`src/rtl/lcd_timing_gen.sv`:
```
// LCD timing generator and pixel FIFO consumer.
// Produces HS/VS/DE plus pixel data for the panel. The FIFO data request is
// issued REQ_LEAD clocks ahead of DE so that returning data lines up with the
// active pixels. The returned read strobe is tracked to detect underflow;
// missing pixels are replaced with FILL_COLOR and counted.
module lcd_timing_gen #(
    parameter int                 H_SYNC     = 128,
    parameter int                 H_BP       = 88,
    parameter int                 H_ACTIVE   = 800,
    parameter int                 H_FP       = 40,
    parameter int                 V_SYNC     = 3,
    parameter int                 V_BP       = 21,
    parameter int                 V_ACTIVE   = 480,
    parameter int                 V_FP       = 1,
    parameter int                 DATA_W     = 16,
    parameter int                 REQ_LEAD   = 3,
    parameter int                 RD_LATENCY = 1,
    parameter bit                 SYNC_POL   = 1'b0,
    parameter logic [DATA_W-1:0]  FILL_COLOR = '0
) (
    input  logic              fifo_rd_clk,
    input  logic              rst_n,
    input  logic              lcd_en,
    input  logic              fifo_rd_en,
    input  logic [DATA_W-1:0] fifo_rd_data,
    input  logic              err_clr,
    output logic              rd_data_requst,
    output logic              lcd_hs,
    output logic              lcd_vs,
    output logic              lcd_de,
    output logic [DATA_W-1:0] lcd_data,
    output logic              frame_start,
    output logic              busy,
    output logic              underflow_flag,
    output logic [15:0]       underflow_cnt
);

    localparam int H_TOTAL = H_SYNC + H_BP + H_ACTIVE + H_FP;
    localparam int V_TOTAL = V_SYNC + V_BP + V_ACTIVE + V_FP;
    // One extra bit of headroom so window end points never alias to 0.
    localparam int HW = $clog2(H_TOTAL + 1);
    localparam int VW = $clog2(V_TOTAL + 1);

    localparam logic [HW-1:0] H_LAST      = HW'(H_TOTAL - 1);
    localparam logic [HW-1:0] H_SYNC_END  = HW'(H_SYNC);
    localparam logic [HW-1:0] H_DE_START  = HW'(H_SYNC + H_BP);
    localparam logic [HW-1:0] H_DE_END    = HW'(H_SYNC + H_BP + H_ACTIVE);
    localparam logic [HW-1:0] H_REQ_START = HW'(H_SYNC + H_BP - REQ_LEAD);
    localparam logic [HW-1:0] H_REQ_END   = HW'(H_SYNC + H_BP + H_ACTIVE - REQ_LEAD);

    localparam logic [VW-1:0] V_LAST      = VW'(V_TOTAL - 1);
    localparam logic [VW-1:0] V_SYNC_END  = VW'(V_SYNC);
    localparam logic [VW-1:0] V_DE_START  = VW'(V_SYNC + V_BP);
    localparam logic [VW-1:0] V_DE_END    = VW'(V_SYNC + V_BP + V_ACTIVE);

    typedef enum logic [1:0] {
        IDLE     = 2'd0,
        RUN      = 2'd1,
        STOPPING = 2'd2
    } state_t;

    state_t                state_reg;
    logic [HW-1:0]         h_cnt_reg;
    logic [VW-1:0]         v_cnt_reg;
    logic [HW-1:0]         h_next;
    logic [VW-1:0]         v_next;
    logic                  h_at_last;
    logic                  v_at_last;
    logic                  active;

    logic                  hs_win;
    logic                  vs_win;
    logic                  de_next;
    logic                  req_next;
    logic                  v_active_line;

    logic [RD_LATENCY-1:0] dv_pipe_reg;
    logic [RD_LATENCY-1:0] dv_pipe_next;
    logic                  dv;
    logic                  underflow_event;

    logic                  hs_reg;
    logic                  vs_reg;
    logic                  de_reg;
    logic                  req_reg;
    logic                  frame_start_reg;
    logic [DATA_W-1:0]     data_reg;
    logic                  underflow_flag_reg;
    logic [15:0]           underflow_cnt_reg;

    assign h_at_last = (h_cnt_reg == H_LAST);
    assign v_at_last = (v_cnt_reg == V_LAST);
    assign active    = (state_reg != IDLE);

    // Next raster position: h wraps into a v increment, v wraps at frame end.
    always_comb begin
        h_next = h_cnt_reg + 1'b1;
        v_next = v_cnt_reg;
        if (h_at_last) begin
            h_next = '0;
            v_next = v_at_last ? '0 : v_cnt_reg + 1'b1;
        end
    end

    // Timing windows decoded from the current raster position.
    always_comb begin
        v_active_line = (v_cnt_reg >= V_DE_START) && (v_cnt_reg < V_DE_END);
        hs_win        = (h_cnt_reg < H_SYNC_END);
        vs_win        = (v_cnt_reg < V_SYNC_END);
        de_next       = active && v_active_line &&
                        (h_cnt_reg >= H_DE_START) && (h_cnt_reg < H_DE_END);
        req_next      = active && v_active_line &&
                        (h_cnt_reg >= H_REQ_START) && (h_cnt_reg < H_REQ_END);
    end

    // Run-control FSM and raster counters; STOPPING finishes the frame before idling.
    always_ff @(posedge fifo_rd_clk) begin
        if (!rst_n) begin
            state_reg <= IDLE;
            h_cnt_reg <= '0;
            v_cnt_reg <= '0;
        end else begin
            case (state_reg)
                IDLE: begin
                    h_cnt_reg <= '0;
                    v_cnt_reg <= '0;
                    if (lcd_en) begin
                        state_reg <= RUN;
                    end
                end
                RUN: begin
                    h_cnt_reg <= h_next;
                    v_cnt_reg <= v_next;
                    if (!lcd_en) begin
                        state_reg <= STOPPING;
                    end
                end
                STOPPING: begin
                    h_cnt_reg <= h_next;
                    v_cnt_reg <= v_next;
                    if (lcd_en) begin
                        state_reg <= RUN;
                    end else if (h_at_last && v_at_last) begin
                        state_reg <= IDLE;
                    end
                end
                default: begin
                    state_reg <= IDLE;
                    h_cnt_reg <= '0;
                    v_cnt_reg <= '0;
                end
            endcase
        end
    end

    // Data-valid delay line input: stage 0 takes the read strobe, later stages chain.
    genvar gi;
    generate
        for (gi = 0; gi < RD_LATENCY; gi++) begin : g_dv
            if (gi == 0) begin : g_first
                assign dv_pipe_next[gi] = fifo_rd_en;
            end else begin : g_chain
                assign dv_pipe_next[gi] = dv_pipe_reg[gi-1];
            end
        end
    endgenerate

    assign dv              = dv_pipe_reg[RD_LATENCY-1];
    assign underflow_event = de_next && !dv;

    // Delay the read strobe so it lines up with the data it fetched.
    always_ff @(posedge fifo_rd_clk) begin
        if (!rst_n) begin
            dv_pipe_reg <= '0;
        end else begin
            dv_pipe_reg <= dv_pipe_next;
        end
    end

    // Registered panel outputs, one clock behind the raster counters.
    always_ff @(posedge fifo_rd_clk) begin
        if (!rst_n) begin
            hs_reg          <= ~SYNC_POL;
            vs_reg          <= ~SYNC_POL;
            de_reg          <= 1'b0;
            req_reg         <= 1'b0;
            frame_start_reg <= 1'b0;
            data_reg        <= '0;
        end else begin
            hs_reg          <= (active && hs_win) ? SYNC_POL : ~SYNC_POL;
            vs_reg          <= (active && vs_win) ? SYNC_POL : ~SYNC_POL;
            de_reg          <= de_next;
            req_reg         <= req_next;
            frame_start_reg <= active && (h_cnt_reg == '0) && (v_cnt_reg == '0);
            if (de_next) begin
                data_reg <= dv ? fifo_rd_data : FILL_COLOR;
            end else begin
                data_reg <= '0;
            end
        end
    end

    // Sticky underflow flag and saturating pixel count; a clear beats a new event.
    always_ff @(posedge fifo_rd_clk) begin
        if (!rst_n) begin
            underflow_flag_reg <= 1'b0;
            underflow_cnt_reg  <= '0;
        end else if (err_clr) begin
            underflow_flag_reg <= 1'b0;
            underflow_cnt_reg  <= '0;
        end else if (underflow_event) begin
            underflow_flag_reg <= 1'b1;
            if (underflow_cnt_reg != 16'hFFFF) begin
                underflow_cnt_reg <= underflow_cnt_reg + 16'd1;
            end
        end
    end

    assign rd_data_requst = req_reg;
    assign lcd_hs         = hs_reg;
    assign lcd_vs         = vs_reg;
    assign lcd_de         = de_reg;
    assign lcd_data       = data_reg;
    assign frame_start    = frame_start_reg;
    assign busy           = active;
    assign underflow_flag = underflow_flag_reg;
    assign underflow_cnt  = underflow_cnt_reg;

endmodule

```
`config.mk`:
```
export PLATFORM = sky130hd
export DESIGN_NAME = lcd_timing_gen
export DESIGN_NICKNAME = d
export VERILOG_FILES = /design/src/rtl/lcd_timing_gen.sv
export SDC_FILE = /design/constraint.sdc
export NUM_CORES = 1
export LEC_CHECK = 0
export ABC_AREA = 1
export BUFFER_PORTS_ARGS = -buffer_cell sky130_fd_sc_hd__buf_2
export CORE_UTILIZATION = 35
export CTS_BUF_LIST = sky130_fd_sc_hd__clkbuf_16
export CTS_CLUSTER_DIAMETER = 40
export DETAILED_ROUTE_END_ITERATION = 10
export GPL_TIMING_DRIVEN = 0
export PLACE_DENSITY = 0.65
export SLEW_MARGIN = 20
export SYNTH_ARGS = -nofsm -noshare
export SYNTH_HDL_FRONTEND = slang
export SYNTH_SLANG_ARGS = --single-unit
```
`constraint.sdc`:
```
create_clock -name fifo_rd_clk -period 2.9 [get_ports fifo_rd_clk]
set_input_delay 0.58 -clock fifo_rd_clk [delete_from_list [all_inputs] [get_ports fifo_rd_clk]]
set_output_delay 0.58 -clock fifo_rd_clk [all_outputs]
set_load 0.03 [all_outputs]
```
**Word level (Yosys, flattened, before mapping)**

Cells that the tools add are included.

- Flip-flop bits (word level): 61
- Word-level logic and storage cells: 65

- $lt $le $gt $ge: 8
- Equality and inequality tests: 8
- Bitwise logic cells: 2
- Multiplexer cells: 8
- $add $sub $neg: 3
- Reduce and logical (&&, ||, !) cells: 24

Operators with widths:

| operator | count |
|---|---|
| greater-or-equal comparator 11 x 8 -> 1 bit, second input constant | 2 |
| < comparator 11 x 10 -> 1 bit, second input constant | 2 |
| adder 16 x 1 -> 16 bit, second input constant | 1 |
| != test 16 bit, second input constant | 1 |
| logical AND 1 bit | 12 |
| adder 11 x 1 -> 11 bit, second input constant | 1 |
| == test 11 bit, second input constant | 1 |
| zero test 11 bit | 1 |
| < comparator 11 x 8 -> 1 bit, second input constant | 1 |
| adder 9 x 1 -> 9 bit, second input constant | 1 |
| == test 9 bit, second input constant | 1 |
| greater-or-equal comparator 9 x 5 -> 1 bit, second input constant | 1 |
| zero test 9 bit | 1 |
| < comparator 9 x 2 -> 1 bit, second input constant | 1 |
| < comparator 9 bit, second input constant | 1 |
| two-way mux 9 bit | 1 |
| two-way mux 2 bit | 4 |
| case mux 2 bit (3 select lines) | 1 |
| AND reduction 3 bit | 2 |
| != test 2 bit, second input constant | 2 |
| AND reduction 2 bit | 2 |
| OR reduction 2 bit | 2 |
| != test 3 bit, second input constant | 1 |
| OR reduction 3 bit | 1 |
| other kinds (7) | 9 |

**Logic depth before layout (Yosys ltp)**

Gate-level depths: netlist of run 1.

- Word-level depth: 7
- Gate-level depth with buffers: 11
- Gate-level depth less buffers: 11

**Worst setup path after synthesis of run 1**

OpenSTA, ideal clock, no wires.

- Path kind: reg2reg
- Start point: register underflow_cnt_reg[0] (netlist: underflow_cnt[0])
- End point: register underflow_cnt_reg[8] (netlist: underflow_cnt[8])
- Setup slack: 1.028 ns
- Clock period less this slack: 1.872 ns
- Arrival time: 1.798 ns
- Cell stages (with the launch flop): 9
- Library setup time: 0.074 ns
- Cells stage by stage: dfxtp_1 > ha_1 > nand3_1 > nor2_1 > nand3_2 > nand3_1 > buf_4 > nand2_1 > a21oi_1

- Cells in the longest elaborated chain, start to end: 2
- Elaborated cells on any way between the ends: 3
- Classes of those cells: 1 x add/sub; 1 x eq/ne; 1 x reduce/logical

Ends and longest elaborated chain:

| element | RTL line | RTL |
|---|---|---|
| from (decl) | 89 | `logic [15:0] underflow_cnt_reg;` |
| from (signal assigned) | 214 | `underflow_cnt_reg <= underflow_cnt_reg + 16'd1;` |
| parallel branches: the longest is 2 deep, another holds adder 16 x 1 -> 16 bit | - |  |

Parallel ways; which one is timed is not known.
A chain may end at the register's enable or synchronous reset.

**Final worst setup path of run 1**

- Start point: register state_reg[0]
- End point: output busy

- Cells in the longest elaborated chain, start to end: 1

Ends and longest elaborated chain:

| element | RTL line | RTL |
|---|---|---|
| from (decl) | 62 | `state_t state_reg;` |
| from (signal assigned) | 119 | `state_reg <= IDLE;` |
| from (signal assigned) | 128 | `state_reg <= RUN;` |
| from (signal assigned) | 135 | `state_reg <= STOPPING;` |
| nonzero test 2 bit | 93 | `assign active = (state_reg != IDLE);` |
| to (decl) | 33 | `output logic busy,` |

No other way between the ends.

==> results of run 1 <==
-- cell families (layout without fill, tap and decap cells) --
family,Yosys count,in the layout,share of synthesized area (%)
and+or+nand+nor,234,234,33.6
buffers and inverters,75,150,9.77
DFF,61,61,40.7
AOI/OAI and AO/OA,49,49,9.22
adders and majority gates,11,11,4.59
xor gates and xnor gates,7,7,2.05
-- metal layers --
metal  GRT usage, %  up-vias
li1               -     1533
met1           19.7     1296
met2           26.3       45
met3           4.43        6
met4           5.68        0
met5              0        -
-- worst paths after layout --
path | endpoint | cells past startpoint | slack (ns) | from
worst max-delay path | busy | 4 | 0.90 | state_reg[0]
worst min-delay path | lcd_data[8] | 3 | 0.46 | fifo_rd_data[8]
worst max register to register | lcd_data[4] | 10 | 0.93 | state_reg[0]
worst min register to register | underflow_flag | 2 | 0.47 | underflow_flag
-- worst reg2reg max path: cells and delay by family, from the launching register on --
family                     cells  cell delay [ns]
and+or+nand+nor                5             0.65
buffers and inverters          3             0.43
DFF                            1             0.41
adders and majority gates      1             0.26
AOI/OAI and AO/OA              1             0.14
-- power groups by stage --
| stage | registers [mW] | logic, mW | clock network [mW] |
|---|---|---|---|
| finish | 0.866 | 0.144 | 1.07 |
| global route | 0.868 | 0.163 | 1.13 |
| CTS | 0.866 | 0.145 | 1.09 |
| detailed placement | 0.884 | 0.144 | 0 |
| global placement | 0.883 | 0.142 | 0 |
| floorplan | 0.894 | 0.0836 | 0 |
-- cells in the final DEF, fill, tap and decap left out --
cell and n:
a211oi_1 2, a21oi_1 30, a21oi_2 2, buf_2 62, buf_4 2, bufinv_16 1
clkbuf_1 1, clkbuf_16 9, clkinv_1 1, clkinv_2 1, clkinv_4 3, clkinvlp_4 2
dfxtp_1 61, ha_1 11, inv_1 68, nand2_1 85, nand2_2 1, nand3_1 41
nand3_2 1, nand3b_1 2, nand4_1 9, nor2_1 82, nor2_4 2, nor3_1 5
nor3b_1 3, nor4_1 3, o2111ai_1 1, o21a_1 4, o21ai_0 8, o21bai_1 2
xnor2_1 3, xor2_1 4
-- final cells by class --
class	instances	area share (%)
clock inverter	7	2.05
tap	105	3.53
multi-input combinational	301	39.8
timing repair buffer	59	7.92
clock buffer	9	6.04
inverter	69	6.95
buffer	6	0.907
sequential	61	32.8
==> results.md, run 1 <==
* Status: completed
* Mapped Cells at 437
* Footprint of the multi-input gates at 0.00148 mm²
* # Post-CTS Setup Buffers at 0
* Initial antenna violation count at 0
* Core area at 0.00826 mm²
* Mean area per synthesized cell at 6.86 µm²
* Die H at 94.6 µm
* Area leader, netlist: dfxtp_1
* Layout cells sized above 1 at 16.8%
* Delay-heaviest family, CP: buffers and inverters
* Routed len/inst at 11.1 µm
* Final Cycle Share at 69.1%
* Placed Cells at 601
* H-tree depth at 3
* Met2 wire length at 3290 µm
* Cell variety after synth at 27
* Fill cells at 824
* Sw frac at 24.5%
* Synth top cells by count: 85 x nand2_1, 82 x nor2_1, 68 x inv_1
* Yosys reg bits at 61
* # rows at 33
* CP arrival at 1.42 ns
* Vias at 2,880
* DRC at 0
* Drt via density at 4.67
* First-pass GRT wire length at 11,200 µm
* Yosys top cell area share at 40.7%
* Yosys warning total at 0
* Post-synth net total at 469
* DIE WIDTH at 94.6 µm
* Synth area leaders: dfxtp_1 41%, nand2_1 11%, nor2_1 10%
* Iter 0 DRT Violations at 110
* Largest net degree at the start of global routing at 13
* Post-synthesis sequential area ratio at 40.7%
* Sw Pwr at 0.509 mW
* CTS clk-pin slew, worst paths at 0.06 ns
* Cts repair resizes at 0
* RSZ-0062 raised after global routing: no
* Rel. slew slack at 63.3%
* I/O pins at 60
* Crit-path cells: inv_1 -> ha_1 -> inv_1 -> buf_2
* CTS tree: done
* HPWL Detailed at 5080 µm
* Max Used Layer: met4
* Slew at the pin with the worst max-slew slack at 0.548 ns
* FMAX at 499 MHz
* Crit path buffers/inverters at 3
* Hold Path Class: in2reg
* WS Path Type: reg2out
* Routed Antenna Nets at 0
* Fin util at 45.1%
* Comb power frac at 6.9%
* Port Buffers at 59
* Cell repeated most along the worst path: inv_1
* Hold Buf Count CTS at 0
* Minimum clock period at 2.00 ns
* Internal at 1.57 mW
* Worst VDD drop at 0.314 mV
* Die area at 0.00894 mm²
* Max Cap Violations at 0
* Setup TNS at 0 ns
* Total grt overflow at 0
* Required @ worst endpoint at 2.32 ns
* Clock buffer depth at 2
* Routability congestion estimate at 0.813
* Vias in the first global route at 2,505
* Clk sinks at 61
* Clock skew at 0.00813 ns
* EDFF count, synth at 0
* CP max-delay cell: dfxtp_1
* Clk Latency, worst-skew pair at 0.33 ns
* Clk root buf: clkbuf_16
* N_diodes at 0
* Nets at 539
* Routed wire length at 6840 µm
* Area post-placement at 0.00342 mm²
* Fin Hold WS at 0.459 ns
* Final hold violations at 0
* Worst setup EP type: output pin
* Total CTS buffers at 9
* Synth async-reset ratio at 0%
* Synth Flop Type: dfxtp_1
* DR pass1 iterations at 4
* Post-route cell area at 0.00373 mm²
* Setup crit start kind: register
* Slowest Stage Delay on Critical Path at 0.41 ns
* Mapped cell area at 0.00300 mm²
* Clock Power Share at 51.4%
* Crit Path Max Fanout at 5
* Setup violators final at 0
* Pwr Total at 2.08 mW
* Post-route insts no fill at 617
* Slew Viols, Final at 0
* Leakage at 1.71 nW
* Area occupied by registers at 0.00122 mm²
* Most frequent cell after synthesis: nand2_1
* Routed wire length on met3 at 247 µm
* WL met1 at 3230 µm
* Fin worst setup slack at 0.896 ns
* Initial core utilization at 36.3%
* Total GRT Usage at 15.9%
* Setup WS pre-CTS at 0.862 ns
* Synth-to-layout area growth at 24.3%
* Sequential cell fraction of total power at 41.7%
* Pwr dens at 558 mW/mm²
Power figures use the tool's default switching activity.
==> inputs of run 2 (changes only) <==
--- a/config.mk
+++ b/config.mk
@@ -5,14 +5,14 @@
 export SDC_FILE = /design/constraint.sdc
 export NUM_CORES = 1
 export LEC_CHECK = 0
-export ABC_AREA = 1
+export ABC_AREA = 0
 export BUFFER_PORTS_ARGS = -buffer_cell sky130_fd_sc_hd__buf_2
 export CORE_UTILIZATION = 35
 export CTS_BUF_LIST = sky130_fd_sc_hd__clkbuf_16
 export CTS_CLUSTER_DIAMETER = 40
 export DETAILED_ROUTE_END_ITERATION = 10
 export GPL_TIMING_DRIVEN = 0
-export PLACE_DENSITY = 0.65
+export PLACE_DENSITY = 0.66
 export SLEW_MARGIN = 20
 export SYNTH_ARGS = -nofsm -noshare
 export SYNTH_HDL_FRONTEND = slang
==> constraint.sdc (replaced) <==
create_clock -name fifo_rd_clk -period 1.9 [get_ports fifo_rd_clk]
set_input_delay 0.38 -clock fifo_rd_clk [delete_from_list [all_inputs] [get_ports fifo_rd_clk]]
set_output_delay 0.38 -clock fifo_rd_clk [all_outputs]
set_load 0.03 [all_outputs]
==> run 2 against run 1 <==
  * The flow now finishes with violations (setup timing)
  * Worst hold slack lost 0.21 ns
  * Via count down 14%
  * Clock power grew 50%
  * Sequential cell count is the same
  * Count of clock-buffer cells in the layout stayed put
  * Combinational power is 65% higher
  * Non-clock buffer count is 27 higher
==> results.md, run 2 <==
* Die area at 0.00816 mm² (was 0.00894 mm²)
* CP max-delay cell: or4_1 (was dfxtp_1)
* Final Cycle Share at 109%
* HPWL Detailed at 4340 µm (was 5080 µm)
* Crit-path cells: nor4_2 -> a211o_4 -> or4_4 -> or4_1 -> a21oi_1 (was inv_1 -> ha_1 -> inv_1 -> buf_2)
* Crit Path Max Fanout at 7 (was 5)
* Max Cap Violations at 0 (unchanged)
* FMAX at 485 MHz
* Fin util at 51.5% (was 45.1%)
* Routability congestion estimate at 0.815 (was 0.813)
* Fin Hold WS at 0.253 ns (was 0.459 ns)
* Hold Buf Count CTS at 0 (unchanged)
* Vias in the first global route at 2,331 (was 2,505)
* Vias at 2,488 (was 2,880)
* Yosys warning total at 0 (unchanged)
* H-tree depth at 3 (unchanged)
* Post-synth net total at 339 (was 469)
* Synth top cells by count: 61 x dfxtp_1, 32 x nor2_1, 21 x nand2_1 (was 85 x nand2_1, 82 x nor2_1, 68 x inv_1)
* Worst VDD drop at 0.581 mV (was 0.314 mV)
* Clock skew at 0.00569 ns (was 0.00813 ns)
* Nets at 427 (was 539)
* Internal at 2.42 mW (was 1.57 mW)
* Slew at the pin with the worst max-slew slack at 0.538 ns (was 0.548 ns)
* Iter 0 DRT Violations at 85 (was 110)
* Leakage at 1.57 nW (was 1.71 nW)
* Final hold violations at 0 (unchanged)
* Grt met2 use at 25.9% (was 26.3%)
* Violated checks: setup timing
* Mapped cell area at 0.00273 mm² (was 0.00300 mm²)
* Post-synthesis sequential area ratio at 44.7% (was 40.7%)
* Clock buffer depth at 2 (unchanged)
* First-pass GRT wire length at 10,800 µm (was 11,200 µm)
* Cell variety after synth at 46 (was 27)
* CP arrival at 2.31 ns (was 1.42 ns)
* Routed Antenna Nets at 0 (unchanged)
* Clk sinks at 61 (unchanged)
* Sw frac at 23.6% (was 24.5%)
* Slowest Stage Delay on Critical Path at 0.50 ns (was 0.41 ns)
* Setup violators final at 14 (was 0)
* Die H at 90.4 µm (was 94.6 µm)
* Largest net degree at the start of global routing at 17 (was 13)
* Rel. slew slack at 63.8% (was 63.3%)
* Delay-heaviest family, CP: simple AND/OR/NAND/NOR gates (was buffers and inverters)
* Drt via density at 4.99 (was 4.67)
* Met3 Resource Use GR at 5.05% (was 4.43%)
* Comb power frac at 7.5% (was 6.9%)
* # rows at 31 (was 33)
* I/O pins at 60 (unchanged)
* Synth async-reset ratio at 0% (unchanged)
* Mean area per synthesized cell at 8.90 µm² (was 6.86 µm²)
* DR pass1 iterations at 4 (unchanged)
* Commonest non-fill, non-tap cell in the layout: buf_2 (was nand2_1)
* EDFF count, synth at 0 (unchanged)
* Clk root buf: clkbuf_16 (unchanged)
* Synth-to-layout area growth at 39.7% (was 24.3%)
* Clk Latency, worst-skew pair at 0.32 ns (was 0.33 ns)
* Commonest cells after routing, fill and taps aside: 59 x buf_2, 47 x dfxtp_1, 31 x nor2_1 (was 85 x nand2_1, 82 x nor2_1, 68 x inv_1)
* Port Buffers at 59 (unchanged)
* Setup crit start kind: register (unchanged)
* CTS tree: done (unchanged)
* DIE WIDTH at 90.4 µm (was 94.6 µm)
* Slew Viols, Final at 0 (unchanged)
* CTS clk-pin slew, worst paths at 0.06 ns (about the same)
* Core area at 0.00741 mm² (was 0.00826 mm²)
* Pwr dens at 829 mW/mm² (was 558 mW/mm²)
* Fin worst setup slack at -0.163 ns (was 0.896 ns)
* Routed len/inst at 12.9 µm (was 11.1 µm)
* WS Path Type: reg2reg (was reg2out)
* Hold Path Class: in2reg (unchanged)
* Worst setup EP type: register (was output pin)
* Yosys reg bits at 61 (unchanged)
* Total grt overflow at 0 (unchanged)
* Most frequent cell after synthesis: dfxtp_1 (was nand2_1)
* Status: finished with violations (was completed)
* Total GRT Usage at 16.3% (was 15.9%)
* DRC at 0 (unchanged)
* N_diodes at 0 (unchanged)
* Required @ worst endpoint at 2.14 ns (was 2.32 ns)
* Crit path buffers/inverters at 0 (was 3)
* Sw Pwr at 0.745 mW (was 0.509 mW)
* Synth area leaders: dfxtp_1 45%, ha_1 5.0%, nor2_1 4.4% (was dfxtp_1 41%, nand2_1 11%, nor2_1 10%)
* Sequential cell fraction of total power at 41.7% (about the same)
* Synth Flop Type: dfxtp_1 (unchanged)
* Clock Power Share at 50.8% (was 51.4%)
* Total CTS buffers at 9 (unchanged)
* Mapped Cells at 307 (was 437)
* M1 GR Usage at 20.8% (was 19.7%)
* Minimum clock period at 2.06 ns
* Area leader, netlist: dfxtp_1 (unchanged)
* Initial antenna violation count at 0 (unchanged)
* Initial core utilization at 36.9% (was 36.3%)
* Grt peak-use layer: met2 (unchanged)
* Routed wire length at 6460 µm (was 6840 µm)
* Yosys top cell area share at 44.7% (was 40.7%)
* Layout cells sized above 1 at 35.8% (was 16.8%)
* RSZ-0062 raised after global routing: yes (was no)
[run 2: cell types whose count changed in the layout (fill, tap and decap cells not counted), moves of 6 or more]
| cell | before | now |
|---|---|---|
| inv_1 | 68 | 10 |
| mux2i_1 | 0 | 6 |
| dfxtp_1 | 61 | 47 |
| xor2_1 | 4 | 10 |
| dfxtp_2 | 0 | 11 |
| nand3_1 | 41 | 14 |
| nand2b_1 | 0 | 7 |
| a21oi_1 | 30 | 13 |
| buf_4 | 2 | 20 |
| nand2_1 | 85 | 20 |
| and2_1 | 0 | 19 |
| nor2_1 | 82 | 31 |
[run 2: per-stage QoR]
stage	power, mW	instance area (µm²)	std cells	setup WS, ns	TNS [ns]
floorplan	1.50	2810	307	-0.147	-0.808
global route	3.30	3820	499	-0.221	-2.32
global placement	1.56	3220	465	-0.388	-8.82
CTS	3.23	3680	490	-0.163	-2.04
finish	3.16	3820	499	-0.163	-0.839
detailed placement	1.57	3220	465	-0.414	-9.62
[run 2: path summary, 6_finish.rpt]
check	from	endpoint	slack (ns)	cells after the start
setup / recovery	v_cnt_reg[6]	underflow_cnt[3]	-0.16	5
hold reg to reg	h_cnt_reg[0]	h_cnt_reg[0]	0.48	1
setup reg to reg	v_cnt_reg[6]	underflow_cnt[3]	-0.16	5
hold / removal	fifo_rd_data[8]	lcd_data[8]	0.25	2
[run 2: timing repair]
| action | 4_1_cts | 5_1_grt |
|---|---|---|
| cloned | 0 | 1 |
| setup buffers | 12 | 9 |
| pin swaps | 11 | 13 |
| resized for setup | 27 | 21 |
| hold endpoints to repair | 0 | 0 |
| endpoints found under the setup margin | 46 | 49 |
[run 2: power groups by stage]
stage          registers [mW]  logic, mW  clock network (mW)
6_report                 1.32      0.237                1.61
5_1_grt                  1.32      0.263                1.72
4_1_cts                  1.32      0.254                1.65
3_5_place_dp             1.35      0.217                   0
3_3_place_gp             1.35      0.212                   0
2_1_floorplan            1.37      0.128                   0
[run 2: layer usage]
metal / wire (µm) / part of all wire (%)
met3: 278 / 4.3
met4: 68 / 1.1
met5: 0 / 0
met1: 3000 / 46
met2: 3110 / 48
[run 2: area by class of cell]
type / instances / area (µm²)
Fill cell: 665 / 3590
Multi-Input combinational cell: 219 / 1530
Sequential cell: 61 / 1250
Timing Repair Buffer: 81 / 485
Clock buffer: 9 / 225
Tap cell: 99 / 124
Buffer: 11 / 91.3
Clock inverter: 7 / 73.8
Inverter: 12 / 45.0
[run 2: cells by family after synthesis]
logic type | after synthesis | synth area share (%)
simple gates | 147 | 29.7
flops | 61 | 44.7
compound gates | 39 | 9.30
buf+inv | 27 | 3.85
xor+xnor | 15 | 4.81
fa+ha+maj | 11 | 5.04
mux | 7 | 2.61
